==> config.mk <==
export PLATFORM = sky130hd
export DESIGN_NAME = mole_round_scheduler_flat
export DESIGN_NICKNAME = d
export VERILOG_FILES = /design/src/rtl/mole_round_scheduler_if.sv /design/src/rtl/mole_round_scheduler.sv /design/src/flat_wrapper.sv
export SDC_FILE = /design/constraint.sdc
export NUM_CORES = 1
export LEC_CHECK = 0
export CORE_MARGIN = 5
export CORE_UTILIZATION = 47
export DETAILED_ROUTE_END_ITERATION = 7
export PLACE_DENSITY_LB_ADDON = 0.3
export SYNTH_ARGS = -nofsm -noshare
export SYNTH_HDL_FRONTEND = slang
export SYNTH_SLANG_ARGS = --single-unit
export TNS_END_PERCENT = 20
==> constraint.sdc <==
create_clock -name clk -period 8.4 [get_ports clk]
set_clock_uncertainty 0.2 [all_clocks]
set_input_delay 2.52 -clock clk [delete_from_list [all_inputs] [get_ports clk]]
set_output_delay 2.52 -clock clk [all_outputs]
set_load 0.02 [all_outputs]
==> src/rtl/mole_round_scheduler_if.sv <==
// Purpose: game-control bundle between the sequencer and the start/hammer/display logic.
// Latency: wiring only; every sequencer output is driven straight from registered state.
// Backpressure: none; hit and start are sampled every cycle, new_mole is a one-cycle trigger.
interface mole_round_scheduler_if;
    logic        start;
    logic [3:0]  difficulty;
    logic        hit;
    logic        new_mole;
    logic        mole_active;
    logic        countdown_active;
    logic [11:0] countdown_ms;
    logic [11:0] score;
    logic [7:0]  mole_index;
    logic [3:0]  misses;
    logic        game_over;
    logic [2:0]  state;

    // Game-side driver: start/difficulty/hit sources, observes game status.
    modport master (
        output start, difficulty, hit,
        input  new_mole, mole_active, countdown_active, countdown_ms,
        input  score, mole_index, misses, game_over, state
    );

    // Sequencer side.
    modport slave (
        input  start, difficulty, hit,
        output new_mole, mole_active, countdown_active, countdown_ms,
        output score, mole_index, misses, game_over, state
    );
endinterface

==> src/rtl/mole_round_scheduler.sv <==
// Purpose: whack-a-mole game sequencer (countdown, mole spawn/window, scoring, game over).
// Latency: start edge -> COUNTDOWN next cycle; hit/expiry -> exit ACTIVE on the following edge.
// Backpressure: none; MOLE_SPEEDUP_EN shrinks the live mole window by 50 ms per hit (floor 300 ms).
module mole_round_scheduler #(
    parameter int CLKS_PER_MS  = 50000,
    parameter int COUNTDOWN_MS = 3000,
    parameter int GAP_MS       = 500,
    parameter int EASY_MS      = 2000,
    parameter int MEDIUM_MS    = 1500,
    parameter int HARD_MS      = 1000,
    parameter int NUM_MOLES    = 20,
    parameter int MAX_MISSES   = 5,
    parameter int POINTS       = 50
) (
    input  logic                   clk,
    input  logic                   rst_n,
    mole_round_scheduler_if.slave  bus
);

    localparam logic [2:0] S_IDLE      = 3'd0;
    localparam logic [2:0] S_COUNTDOWN = 3'd1;
    localparam logic [2:0] S_SPAWN     = 3'd2;
    localparam logic [2:0] S_ACTIVE    = 3'd3;
    localparam logic [2:0] S_GAP       = 3'd4;
    localparam logic [2:0] S_GAMEOVER  = 3'd5;

    logic [2:0]  state_q, state_d;
    logic        start_q;
    logic [15:0] presc_q, presc_d;
    logic [15:0] ms_q, ms_d;
    logic [11:0] cd_q, cd_d;
    logic [11:0] score_q, score_d;
    logic [7:0]  idx_q, idx_d;
    logic [3:0]  miss_q, miss_d;
    logic [15:0] win_q, win_d;

    logic        start_rise;
    logic        tick;
    logic        win_done;
    logic        gap_done;
    logic [12:0] score_sum;
    logic [15:0] diff_win;

    assign start_rise = bus.start & ~start_q;
    assign tick       = (presc_q == 16'(CLKS_PER_MS - 1));
    assign win_done   = tick && (ms_q == win_q - 16'd1);
    assign gap_done   = tick && (ms_q == 16'(GAP_MS - 1));
    assign score_sum  = {1'b0, score_q} + 13'(POINTS);

    // Difficulty code to window length; unknown codes fall back to easy.
    always_comb begin
        case (bus.difficulty)
            4'd1:    diff_win = 16'(MEDIUM_MS);
            4'd2:    diff_win = 16'(HARD_MS);
            default: diff_win = 16'(EASY_MS);
        endcase
    end

    // Next-state and game counters.
    always_comb begin
        state_d = state_q;
        cd_d    = cd_q;
        score_d = score_q;
        idx_d   = idx_q;
        miss_d  = miss_q;
        win_d   = win_q;
        case (state_q)
            S_IDLE, S_GAMEOVER: begin
                if (start_rise) begin
                    win_d   = diff_win;
                    score_d = 12'd0;
                    idx_d   = 8'd0;
                    miss_d  = 4'd0;
                    cd_d    = 12'(COUNTDOWN_MS);
                    state_d = S_COUNTDOWN;
                end
            end
            S_COUNTDOWN: begin
                if (tick) begin
                    if (cd_q != 12'd0) cd_d = cd_q - 12'd1;
                    if (cd_q <= 12'd1) state_d = S_SPAWN;
                end
            end
            S_SPAWN: begin
                idx_d   = idx_q + 8'd1;
                state_d = S_ACTIVE;
            end
            S_ACTIVE: begin
                // A hit on the expiry cycle takes priority, so no miss is booked.
                if (bus.hit || win_done) begin
                    if (bus.hit) begin
                        score_d = score_sum[12] ? 12'hFFF : score_sum[11:0];
`ifdef MOLE_SPEEDUP_EN
                        win_d = (win_q >= 16'd350) ? (win_q - 16'd50) : 16'd300;
`endif
                    end else begin
                        miss_d = miss_q + 4'd1;
                    end
                    if (idx_q == 8'(NUM_MOLES) || miss_d == 4'(MAX_MISSES))
                        state_d = S_GAMEOVER;
                    else
                        state_d = S_GAP;
                end
            end
            S_GAP: begin
                if (gap_done) state_d = S_SPAWN;
            end
            default: state_d = S_IDLE;
        endcase
    end

    // ms timebase restarts on every state change so each state is timed from its entry.
    always_comb begin
        presc_d = presc_q + 16'd1;
        ms_d    = ms_q;
        if (state_d != state_q) begin
            presc_d = 16'd0;
            ms_d    = 16'd0;
        end else if (tick) begin
            presc_d = 16'd0;
            ms_d    = ms_q + 16'd1;
        end
    end

    // State, timer and counter registers.
    always_ff @(posedge clk or negedge rst_n) begin
        if (!rst_n) begin
            state_q <= S_IDLE;
            start_q <= 1'b0;
            presc_q <= 16'd0;
            ms_q    <= 16'd0;
            cd_q    <= 12'(COUNTDOWN_MS);
            score_q <= 12'd0;
            idx_q   <= 8'd0;
            miss_q  <= 4'd0;
            win_q   <= 16'(EASY_MS);
        end else begin
            state_q <= state_d;
            start_q <= bus.start;
            presc_q <= presc_d;
            ms_q    <= ms_d;
            cd_q    <= cd_d;
            score_q <= score_d;
            idx_q   <= idx_d;
            miss_q  <= miss_d;
            win_q   <= win_d;
        end
    end

    assign bus.new_mole         = (state_q == S_SPAWN);
    assign bus.mole_active      = (state_q == S_ACTIVE);
    assign bus.countdown_active = (state_q == S_COUNTDOWN);
    assign bus.game_over        = (state_q == S_GAMEOVER);
    assign bus.countdown_ms     = cd_q;
    assign bus.score            = score_q;
    assign bus.mole_index       = idx_q;
    assign bus.misses           = miss_q;
    assign bus.state            = state_q;

endmodule

==> src/flat_wrapper.sv <==
// flat-port wrapper written by rule: the top's interface ports become plain ports
module mole_round_scheduler_flat 
#(
    parameter int CLKS_PER_MS  = 50000,
    parameter int COUNTDOWN_MS = 3000,
    parameter int GAP_MS       = 500,
    parameter int EASY_MS      = 2000,
    parameter int MEDIUM_MS    = 1500,
    parameter int HARD_MS      = 1000,
    parameter int NUM_MOLES    = 20,
    parameter int MAX_MISSES   = 5,
    parameter int POINTS       = 50
)
  (clk, rst_n, bus_start, bus_difficulty, bus_hit, bus_new_mole, bus_mole_active, bus_countdown_active, bus_countdown_ms, bus_score, bus_mole_index, bus_misses, bus_game_over, bus_state);
  mole_round_scheduler_if bus_i ();
  input  logic clk;
  input  logic rst_n;
  input wire logic [$bits(bus_i.start)-1:0] bus_start;
  input wire logic [$bits(bus_i.difficulty)-1:0] bus_difficulty;
  input wire logic [$bits(bus_i.hit)-1:0] bus_hit;
  output wire logic [$bits(bus_i.new_mole)-1:0] bus_new_mole;
  output wire logic [$bits(bus_i.mole_active)-1:0] bus_mole_active;
  output wire logic [$bits(bus_i.countdown_active)-1:0] bus_countdown_active;
  output wire logic [$bits(bus_i.countdown_ms)-1:0] bus_countdown_ms;
  output wire logic [$bits(bus_i.score)-1:0] bus_score;
  output wire logic [$bits(bus_i.mole_index)-1:0] bus_mole_index;
  output wire logic [$bits(bus_i.misses)-1:0] bus_misses;
  output wire logic [$bits(bus_i.game_over)-1:0] bus_game_over;
  output wire logic [$bits(bus_i.state)-1:0] bus_state;
  assign bus_i.start = bus_start;
  assign bus_i.difficulty = bus_difficulty;
  assign bus_i.hit = bus_hit;
  assign bus_new_mole = bus_i.new_mole;
  assign bus_mole_active = bus_i.mole_active;
  assign bus_countdown_active = bus_i.countdown_active;
  assign bus_countdown_ms = bus_i.countdown_ms;
  assign bus_score = bus_i.score;
  assign bus_mole_index = bus_i.mole_index;
  assign bus_misses = bus_i.misses;
  assign bus_game_over = bus_i.game_over;
  assign bus_state = bus_i.state;
  mole_round_scheduler #(.CLKS_PER_MS(CLKS_PER_MS), .COUNTDOWN_MS(COUNTDOWN_MS), .GAP_MS(GAP_MS), .EASY_MS(EASY_MS), .MEDIUM_MS(MEDIUM_MS), .HARD_MS(HARD_MS), .NUM_MOLES(NUM_MOLES), .MAX_MISSES(MAX_MISSES), .POINTS(POINTS)) u_core (.clk(clk), .rst_n(rst_n), .bus(bus_i));
endmodule
==> flow_summary.toml <==
[run_status]
outcome = "complete, no violations"

[sta]
setup_viol = 0
report.final.slew_viol_count = 0
rsz_0062_raised_after_global_routing = "no"
achievable_freq_ghz = 0.195
final_min_period_over_clock_period = 0.609
maxSlewHeadroom = 0.363
final.setup.worst_slack_ns = 3.28
tightest_slew_ns = 0.956
final_period_minus_worst_setup_slack_ns = 5.12
setup-tns-final_ns = 0
finalHoldViolations = 0

[grt]
grt.total_usage = 0.169
grt_pass1_vias = 3385
grt_first_pass_wirelength_um = 15700
pin_count_of_the_biggest_net_entering_global_routing = 78
grt_overflow = 0
grt_antenna_before_repair = 0

[route]
routed-via-count = 3432
drt_iter0_drc = 130
route.detailed.wl_per_inst_um = 15.1
detail_route.vias_per_cell = 5.65
drtAntennaViolNets = 0
drcViolationCount = 0
routed_wl_um = 9190
drt-pass1-iter-count = 5

[clock_network]
ctsRootBufferMaster = "sky130_fd_sc_hd__clkbuf_8"
clock_tree.htree_level_count = 3
tritoncts_num_sinks = 77
clk_pin_slew_ns = 0.08
cts_hold_buffers = 0
cts_buffers = 9
cts.repair.resized = 0
cts_tree = "yes"
clock_latency_ns = 0.35
maximum_clock_path_buffer_count = 2
buffers_inserted_by_post_cts_timing_repair = 0

[logic_synthesis]
syn_inst = 447
per_instance_average_area_after_synthesis_um2 = 9.48
netlist_area_um2 = 4240
synthTopCellsByArea = "sky130_fd_sc_hd__dfrtp_1 40%, sky130_fd_sc_hd__dfstp_2 5.6%, sky130_fd_sc_hd__xnor2_1 5.0%, sky130_fd_sc_hd__nor2_1 3.8%, sky130_fd_sc_hd__xor2_1 3.7%"
synth-async-reset-ratio = 1.00
synth-seq-cells = 77
netlist-cell-type-count = 56
syn_nets = 464
synth-edff-count = 0
sequential_cell_area_fraction_in_the_yosys_report = 0.457
synthFlopType = "sky130_fd_sc_hd__dfrtp_1"
synth_largest_area_cell = "sky130_fd_sc_hd__dfrtp_1"
synth_commonest_cells = "68 x sky130_fd_sc_hd__dfrtp_1, 43 x sky130_fd_sc_hd__nor2_1, 36 x sky130_fd_sc_hd__nand2_1"
yosys.area.top_type_share = 0.401
yosys_warnings = 0
synth.most_common_cell = "sky130_fd_sc_hd__dfrtp_1"

[die]
boundaryPins = 51
area_of_the_die_um2 = 11000
core_region_area_um2 = 8760
die-width_um = 105
num_rows = 34
start_util = 0.484
fp.dieH_um = 105

[worst_setup_path]
cp_max_fo = 9
cp.required_ns = 5.68
cp_data_arrival_time_ns = 2.40
endpoint_kind = "output port"
element_type_at_the_critical_path_start = "flip-flop"
critPathKind = "flip-flop to output port"

[power_and_ir_drop]
total_leakage_power_nw = 2.12
worst_ir_drop_vdd_mv = 0.0708
p_per_area_nw_per_um2 = 172

[layout]
antenna_cells_inserted = 0
final_core_util = 0.576
synthToLayoutAreaGrowth_pct = 19.1
layout-drive-gt1-share = 0.120
final_net_count = 511

[placement]
hpwl_um = 6500
finalWeightedCongestion = 0.860
port_buffers = 50
place_worst_setup_slack_ns = 3.13

[job]
drv.max_cap_violation_count = 0

[hold_path]
hp-class = "flip-flop to flip-flop"
## state kept, by name, indices dropped and copies added (netlist names)
| register | count |
|---|---|
| u_core.presc_q | 16 |
| u_core.ms_q | 16 |
| u_core.win_q | 5 |
| u_core.bus.misses | 4 |
| u_core.bus.mole_index | 8 |
| u_core.bus.countdown_ms | 12 |
| u_core.bus.score | 12 |
| u_core.bus.state | 3 |
| u_core.start_q | 1 |
## cells in the final DEF (no fill, tap or decap), types with 5 or more instances in the layout
| cell | n |
|---|---|
| sky130_fd_sc_hd__a21oi_1 | 23 |
| sky130_fd_sc_hd__and3_1 | 14 |
| sky130_fd_sc_hd__clkbuf_8 | 9 |
| sky130_fd_sc_hd__clkdlybuf4s50_1 | 49 |
| sky130_fd_sc_hd__dfrtp_1 | 68 |
| sky130_fd_sc_hd__dfstp_2 | 9 |
| sky130_fd_sc_hd__ha_1 | 9 |
| sky130_fd_sc_hd__inv_1 | 13 |
| sky130_fd_sc_hd__nand2_1 | 36 |
| sky130_fd_sc_hd__nand3_1 | 27 |
| sky130_fd_sc_hd__nand4_1 | 9 |
| sky130_fd_sc_hd__nor2_1 | 43 |
| sky130_fd_sc_hd__nor2_2 | 18 |
| sky130_fd_sc_hd__nor3_1 | 14 |
| sky130_fd_sc_hd__nor4_1 | 5 |
| sky130_fd_sc_hd__o21ai_0 | 23 |
| sky130_fd_sc_hd__or3_1 | 8 |
| sky130_fd_sc_hd__xnor2_1 | 24 |
| sky130_fd_sc_hd__xor2_1 | 18 |
## final timing paths
kind	startpoint	to	slack [ns]	cells after the start
setup / recovery	u_core.bus.state[1]	bus_new_mole	3.28	4
hold / removal	u_core.presc_q[0]	u_core.presc_q[0]	0.30	1
setup reg to reg	u_core.presc_q[5]	u_core.ms_q[11]	5.32	8
hold reg to reg	u_core.presc_q[0]	u_core.presc_q[0]	0.30	1
max in group asynchronous	rst_n	u_core.ms_q[7]	5.26	1
min in group asynchronous	rst_n	u_core.bus.mole_index[2]	2.09	1
## power breakdown
part           switching, W  total, W  leakage, nW  internal (W)
Combinational     0.0000634  0.000112        0.980     0.0000484
Clock              0.000139  0.000336        0.116      0.000198
Sequential        0.0000268  0.000420         1.03      0.000393
Total              0.000229  0.000868         2.12      0.000639
## logic make-up (layout without fill, tap and decap cells)
kind of cell,after synthesis,count (layout),synth area share
compound gates,76,76,0.118
simple gates,211,211,0.272
buf+inv,28,80,0.0292
mux,4,4,0.0100
fa+ha+maj,9,9,0.0266
xor+xnor,42,42,0.0868
flops,77,77,0.457
## critical path, stage by stage, from the launching register on
cell	delay [ns]
sky130_fd_sc_hd__dfrtp_1	0.52
sky130_fd_sc_hd__nor2b_1	0.39
sky130_fd_sc_hd__nand2_1	0.24
sky130_fd_sc_hd__inv_1	0.24
sky130_fd_sc_hd__clkdlybuf4s50_1	0.65
## per-stage QoR
| stage | area (µm²) | hold WS (ns) | std cells | total power, W |
|---|---|---|---|---|
| 2_1_floorplan | 4240 | 0.253 | 447 | 0.000501 |
| 3_3_place_gp | 4810 | 0.281 | 591 | 0.000537 |
| 3_5_place_dp | 4810 | 0.286 | 591 | 0.000541 |
| 4_1_cts | 5050 | 0.299 | 607 | 0.000876 |
| 5_1_grt | 5050 | 0.328 | 607 | 0.000910 |
| 6_report | 5050 | 0.299 | 607 | 0.000868 |
## cell type report
| cell class | instances | area [µm²] |
|---|---|---|
| fillers | 741 | 3710 |
| multi-input cells | 342 | 2180 |
| flip-flops and latches | 77 | 1940 |
| repair buffers | 51 | 505 |
| well taps | 108 | 135 |
| clock buffers | 10 | 128 |
| clock inverters | 6 | 111 |
| inverters | 13 | 48.8 |
## per-layer routing
layer | global-route usage | wire length [µm] | up-vias
met5 | 0 | 0 | -
met4 | 0.0557 | 90 | 0
met3 | 0.0376 | 447 | 8
met2 | 0.278 | 4460 | 65
met1 | 0.222 | 4190 | 1671
li1 | - | - | 1688
(Power assumes the default switching activity.)
